===== src/rtl/pause_sequencer_pkg.sv =====
// Shared types for the uP pause network: sequencer state encoding and cause bit layout.
package uproc_pkg;

    typedef enum logic [2:0] {
        RUN     = 3'd0,
        DRAIN   = 3'd1,
        PAUSED  = 3'd2,
        STEP    = 3'd3,
        RELEASE = 3'd4
    } sm_pause_t;

    localparam int unsigned CAUSE_MAP  = 0;
    localparam int unsigned CAUSE_JTAG = 1;
    localparam int unsigned CAUSE_PIN  = 2;

    function automatic logic [2:0] make_cause(input logic pin, input logic jtag, input logic map);
        logic [2:0] c;
        c             = '0;
        c[CAUSE_PIN]  = pin;
        c[CAUSE_JTAG] = jtag;
        c[CAUSE_MAP]  = map;
        return c;
    endfunction

    function automatic logic start_of(input sm_pause_t s);
        return (s == DRAIN) || (s == PAUSED);
    endfunction

endpackage


===== src/rtl/pause_sequencer_if.sv =====
// Pause request/acknowledge bundle between the requesters/core and the pause sequencer.
interface pause_sequencer_if;

    logic       i_pinPause;
    logic       i_jtagPause;
    logic       i_mapPause;
    logic       i_jtagStep;
    logic       i_isBooted;
    logic       i_coreNowPaused;
    logic       i_clrTimeout;
    logic       o_smStartPause;
    logic       o_smIsPaused;
    logic [2:0] o_pauseCause;
    logic       o_drainTimeout;

    modport slave (
        input  i_pinPause, i_jtagPause, i_mapPause, i_jtagStep,
               i_isBooted, i_coreNowPaused, i_clrTimeout,
        output o_smStartPause, o_smIsPaused, o_pauseCause, o_drainTimeout
    );

    modport master (
        output i_pinPause, i_jtagPause, i_mapPause, i_jtagStep,
               i_isBooted, i_coreNowPaused, i_clrTimeout,
        input  o_smStartPause, o_smIsPaused, o_pauseCause, o_drainTimeout
    );

endinterface


===== src/rtl/pause_sequencer_timeout_ctr.sv =====
// Saturating drain-cycle counter; o_expired flags the last allowed DRAIN cycle.
module pause_timeout_ctr #(
    parameter int unsigned TIMEOUT_CYC = 1024,
    parameter int unsigned CNT_W       = 11
) (
    input  logic i_clk,
    input  logic i_rst,
    input  logic i_clr,
    input  logic i_en,
    output logic o_expired
);

    localparam logic [CNT_W-1:0] LAST = (TIMEOUT_CYC == 0) ? '0 : CNT_W'(TIMEOUT_CYC - 1);
    localparam logic             ENABLED = (TIMEOUT_CYC != 0);

    logic [CNT_W-1:0] r_cnt;

    // Stops at LAST rather than wrapping; held at zero when the timeout is disabled.
    always_ff @(posedge i_clk) begin
        if (i_rst || i_clr || !ENABLED) begin
            r_cnt <= '0;
        end else if (i_en && (r_cnt != LAST)) begin
            r_cnt <= r_cnt + 1'b1;
        end
    end

    assign o_expired = ENABLED && (r_cnt == LAST);

endmodule


===== src/rtl/pause_sequencer.sv =====
// Pause sequencer: merges pause requests, handshakes with the core, adds drain timeout,
// cause capture and JTAG single-step. All outputs are registered from the next state.
module pause_sequencer
    import uproc_pkg::*;
#(
    parameter int unsigned TIMEOUT_CYC = 1024,
    parameter int unsigned CNT_W       = 11
) (
    input  logic              i_clk,
    input  logic              i_rst,
    pause_sequencer_if.slave  bus
);

    sm_pause_t  r_state;
    logic       r_start;
    logic       r_isPaused;
    logic [2:0] r_cause;
    logic       r_drainTimeout;

    sm_pause_t  w_next;
    logic       w_req;
    logic       w_expired;
    logic       w_setTimeout;
    logic [2:0] w_causeIn;

    assign w_req     = bus.i_pinPause | bus.i_jtagPause | bus.i_mapPause;
    assign w_causeIn = make_cause(bus.i_pinPause, bus.i_jtagPause, bus.i_mapPause);

    // Counter is cleared in every non-DRAIN state, so each DRAIN entry starts at zero.
    pause_timeout_ctr #(
        .TIMEOUT_CYC (TIMEOUT_CYC),
        .CNT_W       (CNT_W)
    ) u_timeout_ctr (
        .i_clk     (i_clk),
        .i_rst     (i_rst),
        .i_clr     (r_state != DRAIN),
        .i_en      (r_state == DRAIN),
        .o_expired (w_expired)
    );

    always_comb begin
        w_next = r_state;
        if (!bus.i_isBooted) begin
            w_next = RUN;
        end else begin
            unique case (r_state)
                RUN:     if (w_req) w_next = DRAIN;
                DRAIN: begin
                    if (bus.i_coreNowPaused) w_next = PAUSED;
                    else if (!w_req)         w_next = RELEASE;
                    else if (w_expired)      w_next = RELEASE;
                end
                PAUSED: begin
                    if (!w_req)              w_next = RELEASE;
                    else if (bus.i_jtagStep) w_next = STEP;
                end
                STEP:    w_next = w_req ? DRAIN : RELEASE;
                RELEASE: if (!bus.i_coreNowPaused) w_next = RUN;
                default: w_next = RUN;
            endcase
        end
    end

    assign w_setTimeout = bus.i_isBooted && (r_state == DRAIN) && !bus.i_coreNowPaused
                          && w_req && w_expired;

    always_ff @(posedge i_clk) begin
        if (i_rst) begin
            r_state        <= RUN;
            r_start        <= 1'b0;
            r_isPaused     <= 1'b0;
            r_cause        <= '0;
            r_drainTimeout <= 1'b0;
        end else begin
            r_state    <= w_next;
            r_start    <= start_of(w_next);
            r_isPaused <= (w_next == PAUSED);
            if (!bus.i_isBooted) begin
                r_cause <= '0;
            end else if ((r_state == RUN) && (w_next == DRAIN)) begin
                r_cause <= w_causeIn;
            end
            if (w_setTimeout) begin
                r_drainTimeout <= 1'b1;
            end else if (bus.i_clrTimeout) begin
                r_drainTimeout <= 1'b0;
            end
        end
    end

    assign bus.o_smStartPause = r_start;
    assign bus.o_smIsPaused   = r_isPaused;
    assign bus.o_pauseCause   = r_cause;
    assign bus.o_drainTimeout = r_drainTimeout;

endmodule

===== src/flat_wrapper.sv =====
// flat-port wrapper written by rule: the top's interface ports become plain ports
module pause_sequencer_flat import uproc_pkg::*;
#(
    parameter int unsigned TIMEOUT_CYC = 1024,
    parameter int unsigned CNT_W       = 11
)
  (i_clk, i_rst, bus_i_pinPause, bus_i_jtagPause, bus_i_mapPause, bus_i_jtagStep, bus_i_isBooted, bus_i_coreNowPaused, bus_i_clrTimeout, bus_o_smStartPause, bus_o_smIsPaused, bus_o_pauseCause, bus_o_drainTimeout);
  pause_sequencer_if bus_i ();
  input  logic i_clk;
  input  logic i_rst;
  input wire logic [$bits(bus_i.i_pinPause)-1:0] bus_i_pinPause;
  input wire logic [$bits(bus_i.i_jtagPause)-1:0] bus_i_jtagPause;
  input wire logic [$bits(bus_i.i_mapPause)-1:0] bus_i_mapPause;
  input wire logic [$bits(bus_i.i_jtagStep)-1:0] bus_i_jtagStep;
  input wire logic [$bits(bus_i.i_isBooted)-1:0] bus_i_isBooted;
  input wire logic [$bits(bus_i.i_coreNowPaused)-1:0] bus_i_coreNowPaused;
  input wire logic [$bits(bus_i.i_clrTimeout)-1:0] bus_i_clrTimeout;
  output wire logic [$bits(bus_i.o_smStartPause)-1:0] bus_o_smStartPause;
  output wire logic [$bits(bus_i.o_smIsPaused)-1:0] bus_o_smIsPaused;
  output wire logic [$bits(bus_i.o_pauseCause)-1:0] bus_o_pauseCause;
  output wire logic [$bits(bus_i.o_drainTimeout)-1:0] bus_o_drainTimeout;
  assign bus_i.i_pinPause = bus_i_pinPause;
  assign bus_i.i_jtagPause = bus_i_jtagPause;
  assign bus_i.i_mapPause = bus_i_mapPause;
  assign bus_i.i_jtagStep = bus_i_jtagStep;
  assign bus_i.i_isBooted = bus_i_isBooted;
  assign bus_i.i_coreNowPaused = bus_i_coreNowPaused;
  assign bus_i.i_clrTimeout = bus_i_clrTimeout;
  assign bus_o_smStartPause = bus_i.o_smStartPause;
  assign bus_o_smIsPaused = bus_i.o_smIsPaused;
  assign bus_o_pauseCause = bus_i.o_pauseCause;
  assign bus_o_drainTimeout = bus_i.o_drainTimeout;
  pause_sequencer #(.TIMEOUT_CYC(TIMEOUT_CYC), .CNT_W(CNT_W)) u_core (.i_clk(i_clk), .i_rst(i_rst), .bus(bus_i));
endmodule

===== config.mk =====
export PLATFORM = sky130hd
export DESIGN_NAME = pause_sequencer_flat
export DESIGN_NICKNAME = d
export VERILOG_FILES = /design/src/rtl/pause_sequencer_pkg.sv /design/src/rtl/pause_sequencer_if.sv /design/src/rtl/pause_sequencer_timeout_ctr.sv /design/src/rtl/pause_sequencer.sv /design/src/flat_wrapper.sv
export SDC_FILE = /design/constraint.sdc
export NUM_CORES = 1
export LEC_CHECK = 0
export BUFFER_PORTS_ARGS = -buffer_cell sky130_fd_sc_hd__buf_2
export CAP_MARGIN = 40
export CELL_PAD_IN_SITES_DETAIL_PLACEMENT = 1
export CELL_PAD_IN_SITES_GLOBAL_PLACEMENT = 1
export CORE_UTILIZATION = 40
export CTS_CLUSTER_SIZE = 24
export DETAILED_ROUTE_END_ITERATION = 8
export GPL_TIMING_DRIVEN = 1
export PLACE_DENSITY_LB_ADDON = 0.1
export SLEW_MARGIN = 25
export SYNTH_ARGS = -nofsm -noshare
export SYNTH_HDL_FRONTEND = slang
export SYNTH_HIERARCHICAL = 1
export SYNTH_SLANG_ARGS = --single-unit

===== constraint.sdc =====
create_clock -name i_clk -period 2.58 [get_ports i_clk]
set_input_delay 0.258 -clock i_clk [delete_from_list [all_inputs] [get_ports i_clk]]
set_output_delay 0.258 -clock i_clk [all_outputs]
set_load 0.01 [all_outputs]

* After elaboration in Yosys (flattened, before gate mapping) *
Index checks and enable logic that the tools add are counted.

storage, ports and cells
  register bits after elaboration = 20
  bits of input ports = 9
  output and inout port bits = 6
  logic and storage cells = 43

cells by class
  add/sub/neg operators = 1
  eq/ne operators = 9
  multiplexer cells = 12
  bitwise logic cells = 3
  reductions and logical operators = 12

operators with widths
  operator                 number
  $mux W3                  9
  $pmux W3 S5              1
  $add A11 B1 Y11 const B  1
  $eq A11 B10 Y1 const B   1
  $ne A11 B10 Y1 const B   1
  $eq A3 B2 Y1 const B     3
  $eq A3 B1 Y1 const B     2
  $logic_and A1 B1 Y1      6
  $eq A3 B3 Y1 const B     1
  $logic_not A3 Y1         1
  $ne A3 B1 Y1 const B     1
  $logic_or A1 B1 Y1       2
  $mux W1                  2
  $or A1 B1 Y1             2
  $reduce_bool A2 Y1       1
  $reduce_or A2 Y1         1
  $logic_not A1 Y1         1
  $not A1 Y1               1

* Depth between registers and ports, before layout *
Gate-level depths: netlist of run 1.

  depth in word-level cells = 8
  depth in mapped cells = 7
  depth with buffers taken out = 7

* By module *
The synthesis of run 1 kept the hierarchy.

by module, submodules not included
  module             times used  cells each  area each (µm²)  sequential area each (µm²)
  pause_timeout_ctr  1           62          539.3            220.2
  pause_sequencer    1           51          441.7            180.2

* Least setup slack after synthesis of run 1 *
OpenSTA, ideal clock, no wires.

  path kind = register to register
  from = register u_core.r_state[1]
  to = register u_core.u_timeout_ctr.r_cnt[9]
  library setup time = 0.116 ns
  data arrival time = 1.697 ns
  required time = 2.464 ns
  setup slack = 0.767 ns
  cell stages (with the launch flop) = 8
  buffers on the path = 0
  clock period less this slack = 1.813 ns
  cells stage by stage = dfxtp_1 > nand2b_1 > nand2b_1 > inv_1 > and4_4 > nand3_2 > or4b_1 > o211a_1

between the ends
  word-level cells in the longest chain between the ends = 2
  elaborated cells between the ends (all ways) = 4
  those cells by class = eq/ne: 2; reduce/logical: 2

ends and longest elaborated chain
  what                                                       RTL line                                                              text
  start, declared                                            pause_sequencer.sv:14                                                 sm_pause_t r_state;
  start signal, assigned                                     pause_sequencer.sv:75                                                 r_state <= w_next;
  $eq A3 B1 Y1 or $ne A3 B1 Y1 (tied branches)               pause_sequencer.sv:37, pause_sequencer.sv:36
  $logic_and A1 B1 Y1 or $logic_or A1 B1 Y1 (tied branches)  pause_sequencer_timeout_ctr.sv:22, pause_sequencer_timeout_ctr.sv:20
  end signal, assigned                                       pause_sequencer_timeout_ctr.sv:23                                     r_cnt <= r_cnt + 1'b1;
  end, declared                                              pause_sequencer_timeout_ctr.sv:16                                     logic [CNT_W-1:0] r_cnt;

Parallel ways exist; a longest one is shown, timed or not.
A chain may end at the register's enable or synchronous reset.

* Worst setup path in the final report of run 1 *
  from = register u_core.r_state[0]
  to = register u_core.u_timeout_ctr.r_cnt[9]

Same word-level chain as after synthesis.

==> results of run 1 <==
per-layer routing:
layer  part of all wire, %  up-vias
met5                     0        -
met3                   4.8        2
met1                    52      417
li1                      -      453
met4                  0.69        0
met2                    43       18
cells by family after synthesis:
| group | after synthesis | share of synthesized area, % |
|---|---|---|
| xor+xnor | 2 | 1.79 |
| compound gates | 31 | 20.2 |
| buf+inv | 7 | 2.68 |
| simple gates | 52 | 33.3 |
| flops | 20 | 40.8 |
| fa+ha+maj | 1 | 1.28 |
cell type report:
cell class / count / share of cell area (%)
clock buffer: 3 / 2.04
multi-input combinational: 86 / 50.2
timing repair buffer: 14 / 6.34
sequential: 20 / 36.2
inverter: 6 / 2.04
tap: 28 / 3.17
where the power goes:
part | switching (mW) | internal, mW
logic | 0.0260 | 0.0193
registers | 0.00375 | 0.313
clock network | 0.0943 | 0.0544
stage by stage:
step / setup WS, ns / total power [mW] / instances
final: 0.604 / 0.511 / 157
after floorplan: 0.767 / 0.350 / 113
after detailed placement: 0.616 / 0.369 / 154
after global placement: 0.699 / 0.368 / 154
after CTS: 0.606 / 0.518 / 157
after global routing: 0.505 / 0.536 / 157
how the worst min path moves through the flow:
stage	start	endpoint	slack [ns]	depth (start not counted)
finish	i_rst	u_core/bus.o_drainTimeout	0.20	2
global route	i_rst	u_core/bus.o_drainTimeout	0.19	2
CTS	i_rst	u_core/bus.o_drainTimeout	0.19	2
detailed placement	u_core/u_timeout_ctr/r_cnt[10]	u_core/u_timeout_ctr/r_cnt[10]	0.45	2
global placement	u_core/u_timeout_ctr/r_cnt[10]	u_core/u_timeout_ctr/r_cnt[10]	0.44	2
floorplan	i_rst	u_core/bus.o_drainTimeout	0.33	1
state kept, by name, summed over array words and instances (netlist names):
signal,count
u_core/bus.o_smIsPaused,1
u_core/bus.o_drainTimeout,1
u_core/bus.o_smStartPause,1
u_core/r_state,3
u_core/u_timeout_ctr/r_cnt,11
u_core/bus.o_pauseCause,3
placed cells by master (no fill, tap or decap), types with 3 or more instances in the layout:
master / Yosys / final
dfxtp_1: 20 / 20
a21oi_1: 8 / 8
a31oi_1: 5 / 5
o21ai_0: 5 / 5
nand2_1: 8 / 8
buf_2: 0 / 14
o21ai_1: 3 / 3
nor3_1: 4 / 4
nand3_1: 5 / 5
and3_2: 3 / 3
nor2_1: 7 / 7
clkbuf_4: 0 / 3
nor2b_1: 4 / 4
inv_1: 6 / 6
nand2b_1: 4 / 4
worst max-delay path, stage by stage (launching register included):
cell      delay (ns)
dfxtp_1         0.46
nand2b_1        0.11
nand2b_1        0.19
inv_1           0.14
and4_4          0.26
nand3_2         0.10
or4b_1          0.50
o211a_1         0.13
==> reports/qor.csv, run 1 <==
metric,value,unit
p_per_area,462,nW/µm²
slew_violations,0,
final_area,1100,µm²
io_buffers,14,
grt_use_met2,29.0,%
post-synth-top-area-fraction,40.8,%
hold_viol,0,
fin_setup_tns,0,ns
reg2reg_slack,0.60,ns
ys_warn_count,6,
cts_root_buf,clkbuf_4,
grt_use_total,19.1,%
fin_nets,141,
antenna_found_initial,0,
cts.sinks,20,
clkTransAtPathRegs,0.12,ns
max_slew_margin,59.7,%
syn_area,981,µm²
worstMarginPinSlew,0.600,ns
ys_seq_elements,20,
fillers,292,
die_w,51.5,µm
status,"complete, no violations",
gr-total-overflow,0,
path_class,reg -> reg,
place_area,1080,µm²
multi_input_area,554,µm²
first_global_vias,816,
routed_wl,2.33,mm
power_leakage,0.433,nW
grt_first_pass_wirelength,3.74,mm
cp_max_fo,9,
synth_top_cell_by_area,dfxtp_1,
utilization,49.0,%
postSynthAreaPerCell,8.68,µm²
netlist_instances,113,
clock.fmax,506,MHz
rows,17,
synth_flop_cell,dfxtp_1,
setup_viol,0,
cts_resized,0,
cts_buffers,3,
drive_above_1_share,21.7,%
diodes,0,
dp_hpwl,1.80,mm
syn_nets,123,
wl_per_cell,14.8,µm
ctsHoldBuffers,0,
crit_path_end,u_core/u_timeout_ctr/r_cnt[9],
irDropWorstVdd,0.250,mV
synth_cell_types,40,
gp_congestion,0.746,
ant_nets,0,
fin_skew,0.0159,ns
min_period,1.98,ns
drt_pre_antenna_iters,4,
met1_usage,27.9,%
min_period_over_period,76.6,%
worstPathArrival,2.19,ns
whs,0.196,ns
synth-seq-area-share,40.8,%
grt_max_degree,11,
synth_area_leaders,"dfxtp_1 41%, a21oi_1 4.1%, a31oi_1 3.2%",
cts_max_path_buffers,2,
grt_use_met3,2.92,%
syn_to_final_growth,12.6,%
ys_top_cells_by_count,"20 x dfxtp_1, 8 x a21oi_1, 8 x nand2_1",
vias,890,
drt-initial-drc-count,12,
crit-reg2reg-launch,u_core/r_state[0],
busiest_layer,met2,
drc,0,
rsz0062_at_grt,no,
async_flop_share,0,%
cts_setup_buffers,0,
via_per_inst,5.67,
io_pins,15,
worstHoldPathType,in -> reg,
die_y,51.5,µm
clk_latency,0.30,ns
timing.max_cap.violations,0,
ff_latch_area,400,µm²
cts_tree,yes,
rr_worst_depth,7,
required,2.79,ns
core,2250,µm²
synth.most_common_cell,dfxtp_1,
setup.worst_path.end_class,flop,
timing.rr.end,u_core/u_timeout_ctr/r_cnt[9],
start_kind,flop,
startpoint,u_core/r_state[0],
start_util,43.5,%
htree_num_levels,1,
die_area,2650,µm²
synth-edff-count,0,
(Power assumes the default switching activity.)
==> run 2: changes to the inputs <==
--- a/config.mk
+++ b/config.mk
@@ -5,11 +5,12 @@
 export SDC_FILE = /design/constraint.sdc
 export NUM_CORES = 1
 export LEC_CHECK = 0
+export ABC_AREA = 1
 export BUFFER_PORTS_ARGS = -buffer_cell sky130_fd_sc_hd__buf_2
 export CAP_MARGIN = 40
 export CELL_PAD_IN_SITES_DETAIL_PLACEMENT = 1
 export CELL_PAD_IN_SITES_GLOBAL_PLACEMENT = 1
-export CORE_UTILIZATION = 40
+export CORE_UTILIZATION = 39
 export CTS_CLUSTER_SIZE = 24
 export DETAILED_ROUTE_END_ITERATION = 8
 export GPL_TIMING_DRIVEN = 1
==> constraint.sdc (replaced) <==
create_clock -name i_clk -period 1.9 [get_ports i_clk]
set_input_delay 0.19 -clock i_clk [delete_from_list [all_inputs] [get_ports i_clk]]
set_output_delay 0.19 -clock i_clk [all_outputs]
set_load 0.01 [all_outputs]
==> run 2 against run 1 <==
- critical path type unchanged
- flip-flop and latch count stayed put
- critical path depth is 7 higher
- via count is 18% higher
- sequential share of layout area is 5.2 points lower
- synthesized cell count is 49% higher
- sequential power is 36% higher
- clock power is 140% higher
- count of clock-buffer cells in the layout stayed put
- power is 72% higher
- highest routed layer unchanged
- critical endpoint is now u_core/bus.o_pauseCause[2]
- cell area is 17% higher
==> reports/qor.csv, run 2 <==
metric,value,unit,change
status,"complete, no violations",,
drc,0,,unchanged
power_leakage,0.581,nW,+34%
muxShareOfSynthArea,0,%,unchanged
largest_register_ffs,11,,unchanged
postSynthAreaPerCell,6.78,µm²,-22%
vias,1054,,+18%
switching_share,22.9,%,-1.4 points
routed_wl,2.48,mm,+6.5%
critPathBufInv,1,,unchanged
start_kind,flop,,
die_w,56.1,µm,+8.8%
grt_max_degree,18,,+7
utilization,47.0,%,-2.0 points
cp_cell_sequence,ha_1 -> nand2_1 -> nor2_4 -> nand3_4 -> inv_1 -> nor2_1 -> nand2_1 -> nand2_1 -> nand2_2 -> nand2_4 -> nor2_4 -> nand3_1 -> nand2_1 -> nor2_1,,
cts_tree,yes,,
cp_max_fo,4,,-5
worstMarginPinSlew,0.219,ns,-0.381 ns
largest-register,u_core/u_timeout_ctr/r_cnt,,
p_seq_share,49.1,%,-13 points
yosys.area_share.adder,1.10,%,-0.18 points
synth_cell_types,24,,-40%
hold_viol,0,,unchanged
via_per_inst,4.86,,-14%
final_cell_mix,"33 x nand2_1, 33 x nor2_1, 20 x inv_1, 19 x dfxtp_1, 14 x buf_2",,
rsz0062_at_grt,no,,
fillers,376,,+29%
synth-seq-area-share,35.1,%,-5.7 points
p_comb_share,10.9,%,+2.0 points
io_pins,15,,unchanged
netlist_instances,168,,+49%
worstPathArrival,1.91,ns,-0.28 ns
drt_pre_antenna_iters,4,,unchanged
die_y,56.1,µm,+8.8%
cts.sinks,20,,unchanged
syn_area,1140,µm²,+16%
drive_above_1_share,25.3,%,+3.6 points
dp_hpwl,1.96,mm,+8.8%
required,2.11,ns,-0.68 ns
ctsHoldBuffers,0,,unchanged
yosys.area_share.simple,46.5,%,+13 points
cts_root_buf,clkbuf_4,,
syn_to_final_growth,13.6,%,
cts_setup_buffers,0,,unchanged
synth_top_family_by_area,simple AND/OR/NAND/NOR gates,,
rows,19,,+2
fin_setup_tns,0,ns,unchanged
start_util,41.3,%,-2.2 points
gp_congestion,0.827,,+11%
synth_flop_cell,dfxtp_1,,
die_area,3140,µm²,+18%
worst_path_max_delay_cell,dfxtp_1,,
synth_compound_area_share,6.59,%,-14 points
cts_buffers,3,,unchanged
timing.max_cap.violations,0,,unchanged
irDropWorstVdd,0.341,mV,+36%
syn_nets,178,,+45%
setup_viol,0,,unchanged
cts_resized,0,,unchanged
ff_latch_area,402,µm²,+0.31%
worstHoldPathType,in -> reg,,
ys_seq_elements,20,,unchanged
min_period,1.70,ns,-0.279 ns
max_stage_delay,0.38,ns,-0.12 ns
cts_max_path_buffers,2,,unchanged
first_global_vias,1100,,+35%
post-synth-top-area-fraction,35.1,%,-5.7 points
clock.fmax,589,MHz,+16%
min_period_over_period,89.3,%,+13 points
wl_per_cell,11.4,µm,-23%
core,2760,µm²,+22%
netSwitchingPower,0.201,mW,+62%
setup.worst_path.end_class,flop,,
p_per_area,677,nW/µm²,+46%
crit_family,simple AND/OR/NAND/NOR gates,,
grt_use_total,17.8,%,-1.3 points
ys_warn_count,6,,unchanged
drt-initial-drc-count,20,,+8
synth-edff-count,0,,unchanged
ant_nets,0,,unchanged
synth_area_leaders,"dfxtp_1 35%, nand2_1 11%, nor2_1 11%",,
synth_top_cell_by_area,dfxtp_1,,
grt_first_pass_wirelength,4.49,mm,+20%
path_class,reg -> reg,,
clkTransAtPathRegs,0.12,ns,about the same
async_flop_share,0,%,unchanged
synth_xor_area_share,0,%,-1.8 points
gr-total-overflow,0,,unchanged
crit_top_cell,nand2_1,,
p_clk_share,40.0,%,+11 points
diodes,0,,unchanged
fin_nets,197,,+40%
intPower,0.676,mW,+75%
clk_latency,0.30,ns,about the same
max_slew_margin,85.3,%,+26 points
htree_num_levels,1,,unchanged
antenna_found_initial,0,,unchanged
ys_top_cells_by_count,"33 x nand2_1, 33 x nor2_1, 21 x inv_1",,
io_buffers,14,,unchanged
multi_input_area,618,µm²,+12%
slew_violations,0,,unchanged
fin_skew,0.00311,ns,-0.0128 ns
==> run 2: cell count changes after synthesis, sizes merged, moves of 4 or more <==
cell	change
nand2b	-4
o21ai	-6
nand2	+33
and3	-5
nor2b	-4
a31oi	-5
inv	+19
nand3	+8
nor2	+34
nand4	+4
==> run 2: worst register-to-register path, delay by kind of cell, from the launching register on <==
family	cells	cell delay, ns
and+or+nand+nor	12	0.97
adders and majority gates	1	0.18
buffers and inverters	1	0.11
DFF	1	0.38
==> run 2: worst paths after layout <==
| check | startpoint | end | slack [ns] | depth (start not counted) |
|---|---|---|---|---|
| setup / recovery | u_core/u_timeout_ctr/r_cnt[1] | u_core/bus.o_pauseCause[2] | 0.20 | 14 |
| hold / removal | bus_i_clrTimeout | u_core/bus.o_drainTimeout | 0.13 | 4 |
| setup reg to reg | u_core/u_timeout_ctr/r_cnt[1] | u_core/bus.o_pauseCause[2] | 0.20 | 14 |
| hold reg to reg | u_core/bus.o_drainTimeout | u_core/bus.o_drainTimeout | 0.47 | 2 |
==> run 2: power groups by stage <==
stage | clock network, mW | registers (mW) | logic [mW]
finish | 0.351 | 0.430 | 0.0952
global route | 0.382 | 0.432 | 0.109
CTS | 0.369 | 0.431 | 0.0966
detailed placement | 0 | 0.440 | 0.0962
global placement | 0 | 0.440 | 0.0942
floorplan | 0 | 0.442 | 0.0644
==> run 2: cells by family (layout without fill, tap and decap cells) <==
logic type / after synthesis / after routing
buf+inv: 28 / 46
compound gates: 14 / 14
simple gates: 105 / 105
fa+ha+maj: 1 / 1
flops: 20 / 20
==> run 2: metrics by stage <==
| step | setup WS [ns] | instances | cell area [µm²] | hold WS, ns | power, mW |
|---|---|---|---|---|---|
| floorplan | 0.172 | 168 | 1140 | 0.259 | 0.507 |
| global placement | 0.238 | 213 | 1240 | 0.442 | 0.534 |
| detailed placement | 0.194 | 213 | 1240 | 0.454 | 0.536 |
| CTS | 0.169 | 217 | 1290 | 0.106 | 0.897 |
| global route | 0.00398 | 217 | 1290 | 0.132 | 0.923 |
| finish | 0.203 | 217 | 1290 | 0.129 | 0.877 |
==> run 2: layer usage <==
metal  share of wire (%)  vias up  GRT usage [%]
li1                    -      558              -
met1                  46      485           21.8
met2                  52        9           32.0
met3                 1.7        2           2.09
met4                0.73        0           6.27
met5                   0        -              0
==> run 2: final cells by class <==
type,instances,share of cell area (%)
clock buffer,3,1.74
clock inverter,1,2.32
inverter,26,7.63
multi-input combinational,120,47.7
sequential,20,31.0
tap,31,3.00
timing repair buffer,16,6.57
